[src/rtl/mul_pkg.sv]
// Shared types for the radix-4 Booth partial-product generator: Booth selects,
// skid-buffer states and the row-count derivation.
package mul_pkg;

  typedef enum logic [2:0] {
    SEL_ZERO,
    SEL_POS1,
    SEL_POS2,
    SEL_NEG1,
    SEL_NEG2
  } booth_sel_t;

  typedef enum logic [1:0] {
    EMPTY,
    ONE,
    FULL
  } skid_state_t;

  function automatic int pp_num(input int num_w);
    return num_w / 2;
  endfunction

  // Group bits are (b[2j+1], b[2j], b[2j-1]).
  function automatic booth_sel_t booth_decode(input logic [2:0] grp);
    booth_sel_t sel;
    case (grp)
      3'b001, 3'b010: sel = SEL_POS1;
      3'b011:         sel = SEL_POS2;
      3'b100:         sel = SEL_NEG2;
      3'b101, 3'b110: sel = SEL_NEG1;
      default:        sel = SEL_ZERO;
    endcase
    return sel;
  endfunction

endpackage

[src/rtl/mul_booth2_enc.sv]
// One Booth row: maps a 3-bit multiplier group and the multiplicand to a
// (W+1)-bit one's-complement row plus the +1 correction bit.
module mul_booth2_enc
  import mul_pkg::*;
#(
  parameter int P_NUM_W = 16
) (
  input  logic [2:0]         grp,
  input  logic [P_NUM_W-1:0] num_a,
  output logic [P_NUM_W:0]   row,
  output logic               neg
);

  booth_sel_t           sel;
  logic [P_NUM_W:0]     mag;

  always_comb begin
    sel = booth_decode(grp);
    mag = '0;
    neg = 1'b0;
    case (sel)
      SEL_POS1: mag = {num_a[P_NUM_W-1], num_a};
      SEL_POS2: mag = {num_a, 1'b0};
      SEL_NEG1: begin
        mag = {num_a[P_NUM_W-1], num_a};
        neg = 1'b1;
      end
      SEL_NEG2: begin
        mag = {num_a, 1'b0};
        neg = 1'b1;
      end
      default: mag = '0;
    endcase
    // Negative rows are ~kA; the missing +1 travels on neg.
    row = neg ? ~mag : mag;
  end

endmodule

[src/rtl/mul_booth2_pp_gen.sv]
// Radix-4 Booth partial-product generator with a registered 2-entry skid
// buffer on the output (OUT drives the ports, SKID holds the overflow set).
module mul_booth2_pp_gen
  import mul_pkg::*;
#(
  parameter int P_NUM_W = 16
) (
  input  logic                                    i_clk,
  input  logic                                    i_rst,
  input  logic                                    i_valid,
  output logic                                    o_ready,
  input  logic [P_NUM_W-1:0]                      i_num_a,
  input  logic [P_NUM_W-1:0]                      i_num_b,
  output logic                                    o_valid,
  input  logic                                    i_ready,
  output logic [pp_num(P_NUM_W)*2*P_NUM_W-1:0]    o_pp,
  output logic [pp_num(P_NUM_W)-1:0]              o_neg
);

  localparam int PP_NUM = pp_num(P_NUM_W);
  localparam int ROW_W  = 2 * P_NUM_W;
  localparam int PP_W   = PP_NUM * ROW_W;

  // Handshake: a set moves when valid && ready are both high at a rising edge.
  logic [P_NUM_W:0] b_ext;
  logic [PP_W-1:0]  new_pp;
  logic [PP_NUM-1:0] new_neg;

  assign b_ext = {i_num_b, 1'b0};

  for (genvar j = 0; j < PP_NUM; j++) begin : g_row
    logic [P_NUM_W:0] row;
    logic [ROW_W-1:0] row_ext;

    mul_booth2_enc #(.P_NUM_W(P_NUM_W)) u_enc (
      .grp   (b_ext[2*j +: 3]),
      .num_a (i_num_a),
      .row   (row),
      .neg   (new_neg[j])
    );

    assign row_ext                = {{(P_NUM_W-1){row[P_NUM_W]}}, row};
    assign new_pp[j*ROW_W +: ROW_W] = row_ext << (2*j);
  end

  skid_state_t       state;
  skid_state_t       state_nx;
  logic              in_fire;
  logic              out_fire;
  logic [PP_W-1:0]   skid_pp;
  logic [PP_NUM-1:0] skid_neg;

  assign in_fire  = i_valid && o_ready;
  assign out_fire = o_valid && i_ready;

  always_ff @(posedge i_clk) begin
    if (i_rst) state <= EMPTY;
    else       state <= state_nx;
  end

  always_comb begin
    state_nx = state;
    case (state)
      EMPTY: if (in_fire) state_nx = ONE;
      ONE: begin
        if (in_fire && !out_fire)      state_nx = FULL;
        else if (!in_fire && out_fire) state_nx = EMPTY;
      end
      FULL:  if (out_fire) state_nx = ONE;
      default: state_nx = EMPTY;
    endcase
  end

  // Both flags decode the state register only, so ready never sees i_ready.
  always_comb begin
    o_valid = (state == ONE) || (state == FULL);
    o_ready = (state == EMPTY) || (state == ONE);
  end

  always_ff @(posedge i_clk) begin
    if (i_rst) begin
      o_pp     <= '0;
      o_neg    <= '0;
      skid_pp  <= '0;
      skid_neg <= '0;
    end else begin
      case (state)
        EMPTY: if (in_fire) begin
          o_pp  <= new_pp;
          o_neg <= new_neg;
        end
        ONE: begin
          if (in_fire && out_fire) begin
            o_pp  <= new_pp;
            o_neg <= new_neg;
          end else if (in_fire) begin
            skid_pp  <= new_pp;
            skid_neg <= new_neg;
          end
        end
        FULL: if (out_fire) begin
          o_pp  <= skid_pp;
          o_neg <= skid_neg;
        end
        default: ;
      endcase
    end
  end

endmodule

[config.mk]
export PLATFORM = sky130hd
export DESIGN_NAME = mul_booth2_pp_gen
export DESIGN_NICKNAME = d
export VERILOG_FILES = /design/src/rtl/mul_pkg.sv /design/src/rtl/mul_booth2_enc.sv /design/src/rtl/mul_booth2_pp_gen.sv
export SDC_FILE = /design/constraint.sdc
export NUM_CORES = 1
export LEC_CHECK = 0
export CAP_MARGIN = 20
export CORE_MARGIN = 5
export CORE_UTILIZATION = 53
export DETAILED_ROUTE_END_ITERATION = 8
export GPL_ROUTABILITY_DRIVEN = 0
export PLACE_DENSITY_LB_ADDON = 0.2
export SLEW_MARGIN = 20
export SYNTH_ARGS = -nofsm -noshare
export SYNTH_HDL_FRONTEND = slang
export SYNTH_SLANG_ARGS = --single-unit
[constraint.sdc]
create_clock -name i_clk -period 3.5 [get_ports i_clk]
set_input_delay 0.875 -clock i_clk [delete_from_list [all_inputs] [get_ports i_clk]]
set_output_delay 0.875 -clock i_clk [all_outputs]
set_load 0.02 [all_outputs]
==> metrics.md <==
| Metric | Value |
|---|---|
| Critical R2R Capture | o_pp[141] |
| Die area | about 33,000 um2 |
| WP buf/inv | 2 |
| Syn Inst Count | about 1,900 |
| CTS Root Cell | clkbuf_16 |
| Longest Clk Path Bufs | 3 |
| First-pass GRT wire length | 71,600 um |
| Reg2Reg Depth | 10 |
| Num CTS Buffers | 31 |
| Initial antenna violation count | 0 |
| CP top delay family | buffers and inverters |
| R2r setup slk | ~530 ps |
| Drt via density | a little over 6 |
| Peak supply drop | about 0.44 mV |
| Critical Path Start Type | flip-flop |
| Final Non-Filler Cells | approximately 2,300 |
| Critical path depth | 4 |
| Crit end category | output port |
| CP max-delay cell | clkdlybuf4s50_1 |
| Pleak | 6.59 nW |
| WP data arrival | approximately 2200 ps |
| Detailed Routing Iterations Pass 1 | 6 |
| Final min period | roughly 3100 ps |
| EDFF count, synth | 0 |
| Setup violators final | 0 |
| Setup_tns | 0 ps |
| Max-cap violations | 0 |
| Max-slew violation count | 0 |
| P&R area growth vs syn | 18.6% |
| Worst path max stage delay | ~550 ps |
| Hold Violations, Final | 0 |
| Multi-input logic area | 8450 um2 |
| Die Span X | roughly 180 um |
| Slew at the pin closest to its max-slew limit | 1050 ps |
| DR vias | ~14,000 |
| N_diodes | 0 |
| Fin nets | about 1,900 |
| Min-delay worst type | reg -> reg |
| Worst-path clk slew | around 60 ps |
| # placed instances | approximately 2,300 |
| Critical path cell sequence | inv_1 -> ha_1 -> or2_2 -> clkdlybuf4s50_1 |
| Port-buffer cells | 245 |
| Worst hold margin | approximately 460 ps |
| Slew headroom | 29.7% |
| Filler Cell Count | 2,476 |
| WP data required | around 2600 ps |
| Status | completed |
| DR WL/cell | 19.9 um |
| Resize count post-CTS | 0 |
| Storage element area | 5810 um2 |
| End of the critical path | o_ready |
| Seq/Total Area, Yosys | 36.6% |
| Synth async-reset ratio | 0% |
| Routed WL | ~46,000 um |
| Worst-Skew Late Latency | between 500 and 600 ps |
| Final critical-path share of the clock period | 87.7% |
| RSZ-0062 raised after global routing | no |
| Vias in the first global route | 13,119 |
| Antenna-violating nets left | 0 |
| CORE AREA | approximately 30,000 um2 |
| Hold buffers post-CTS | 0 |
| Dominant synthesized flop cell | dfxtp_1 |
| Syn Std Cell Area | 15,900 um2 |
| GRT overflow | 0 |
| Setup crit start | state[0] |
| Distinct cell type count after synthesis | 49 |
| Power Dens Cells | 657 nW/um2 |
| Clk_skew | 9.13 ps |
| Post-CTS setup buffers | 0 |
| CTS tree | done |
| TritonCTS Sinks | between 200 and 300 |
| CTS H-tree depth | 1 |
| Synthesis warning total | 0 |
| CP max FO | 5 |
| Dpl hpwl | between 20,000 and 30,000 um |
| Num rows | 63 |
| Share of cells above drive strength 1 | 7.62% |
| Initial Util | approximately 54% |
| Worst R2R Start | state[0] |
| Kind of critical path | reg -> out |
| Seq cells post-synth | 290 |
| GRT Resource Usage Total | around a quarter |
| First DRT Iteration DRCs | around 1,500 |
| IO Pins | between 300 and 400 |
| Largest net degree at the start of global routing | 240 |
| Max frequency | 326 MHz |
| Die Ht | between 150 and 200 um |
| Mean Syn Cell Area | approximately 8.5 um2 |
| DRC | 0 |
where the power goes:
part	internal, mW	leakage [nW]	switching, mW	total (mW)
clock network	1.93	0.498	1.35	3.28
logic	1.90	3.72	2.69	4.60
registers	4.02	2.37	0.457	4.47
per-stage QoR:
step                      setup slack [ps]  utilization [%]  area, um2  power, mW
after CTS                              423             63.5      18800       12.4
after global routing                   370             63.6      18800       13.0
after global placement                 282             60.0      17700       9.02
final                                  430             63.6      18800       12.3
after floorplan                        435                -      16100       7.49
after detailed placement               235             60.0      17700       9.11
how the worst min path moves through the flow:
stage                  from           end  cells after the start  slack (ps)
6_report         skid_pp[0]    skid_pp[0]                      2         460
5_1_grt         skid_pp[63]   skid_pp[63]                      2         480
4_1_cts        skid_pp[191]  skid_pp[191]                      2         460
3_5_place_dp   skid_pp[191]  skid_pp[191]                      2         450
3_3_place_gp   skid_pp[223]  skid_pp[223]                      2         440
2_1_floorplan    skid_pp[0]    skid_pp[0]                      2         430
cells by family (layout without fill, tap and decap cells):
family,after synthesis,in the layout,synth area share [%]
adder cells (fa/ha/maj),11,11,0.868
flip-flops,290,290,36.6
AO/OA/AOI/OAI,531,531,25.2
multiplexers,24,24,1.54
XOR/XNOR,120,120,6.63
AND/OR/NAND/NOR,516,516,17.4
buffers and inverters,370,367,11.7
other,1,56,0.0237
flip-flops by register name, summed over array words and instances, names as in the netlist:
| register | cells |
|---|---|
| skid_neg | 8 |
| o_neg | 8 |
| skid_pp | 136 |
| o_pp | 136 |
| state | 2 |
worst reg2reg max path: cells and delay by family (launching register included):
family / cells / cell delay (ps)
buf+inv: 2 / 400
flops: 1 / 420
fa+ha+maj: 2 / 420
compound gates: 1 / 180
simple gates: 5 / 1480
cell usage in the layout (no fill, tap or decap), drive strengths merged, types with 2 or more instances in the layout:
cell type,count
dfxtp,290
o22ai,3
clkinv,6
o21ai,102
clkinvlp,2
nand2,131
mux2i,21
a32oi,14
a311oi,2
a22o,89
clkdlybuf4s50,238
bufinv,2
o311ai,2
nand4b,17
o211ai,20
ha,11
a211oi,118
nand3b,37
a211o,2
a21oi,33
and2,3
buf,68
nor4b,90
conb,56
nor3,20
nor2,175
a21bo,4
xnor2,7
xor2,113
a221oi,119
clkbuf,45
nand3,16
nor2b,6
inv,6
and3b,7
mux2,3
o31ai,17
a31oi,2
nand2b,9
layout make-up:
class                           instances  share of cell area, %
Sequential cell                       290                   30.9
Timing Repair Buffer                  307                   16.0
Tap cell                              390                   2.60
Inverter                                6                  0.120
Clock buffer                           44                   4.81
Multi-Input combinational cell       1258                   45.0
Clock inverter                         10                  0.579
synth_stat cells, types with 3 or more instances:
cell	instances	area (um2)
nor3_1	20	100
a21bo_2	4	40.0
ha_1	11	138
xor2_1	113	990
o21ai_0	102	510
a21oi_1	33	165
buf_1	43	161
clkbuf_1	191	717
a211oi_1	118	886
nand2b_1	9	56.3
nor4b_1	90	788
a221oi_1	119	1040
o31ai_1	17	128
nand4b_1	17	149
inv_1	6	22.5
a32oi_1	14	123
nor2b_1	6	37.5
nand3_1	16	80.1
nand3b_1	37	278
dfxtp_1	290	5810
xnor2_1	7	61.3
and2_1	3	18.8
nand2_1	131	492
mux2i_1	21	210
and3b_1	7	61.3
mux2_2	3	33.8
o211ai_2	10	125
nor2_1	174	653
buf_2	9	45.0
a22o_1	89	780
o211ai_1	10	75.1
buf_4	120	901
o22ai_1	3	18.8
layer usage:
metal,wire (um),track usage (%),vias up
li1,-,-,6674
met5,0,0,-
met2,21200,41.6,603
met1,19700,35.8,6774
met3,3790,3.75,87
met4,1170,6.82,0
No activity file was read; power rests on OpenSTA's default activity.
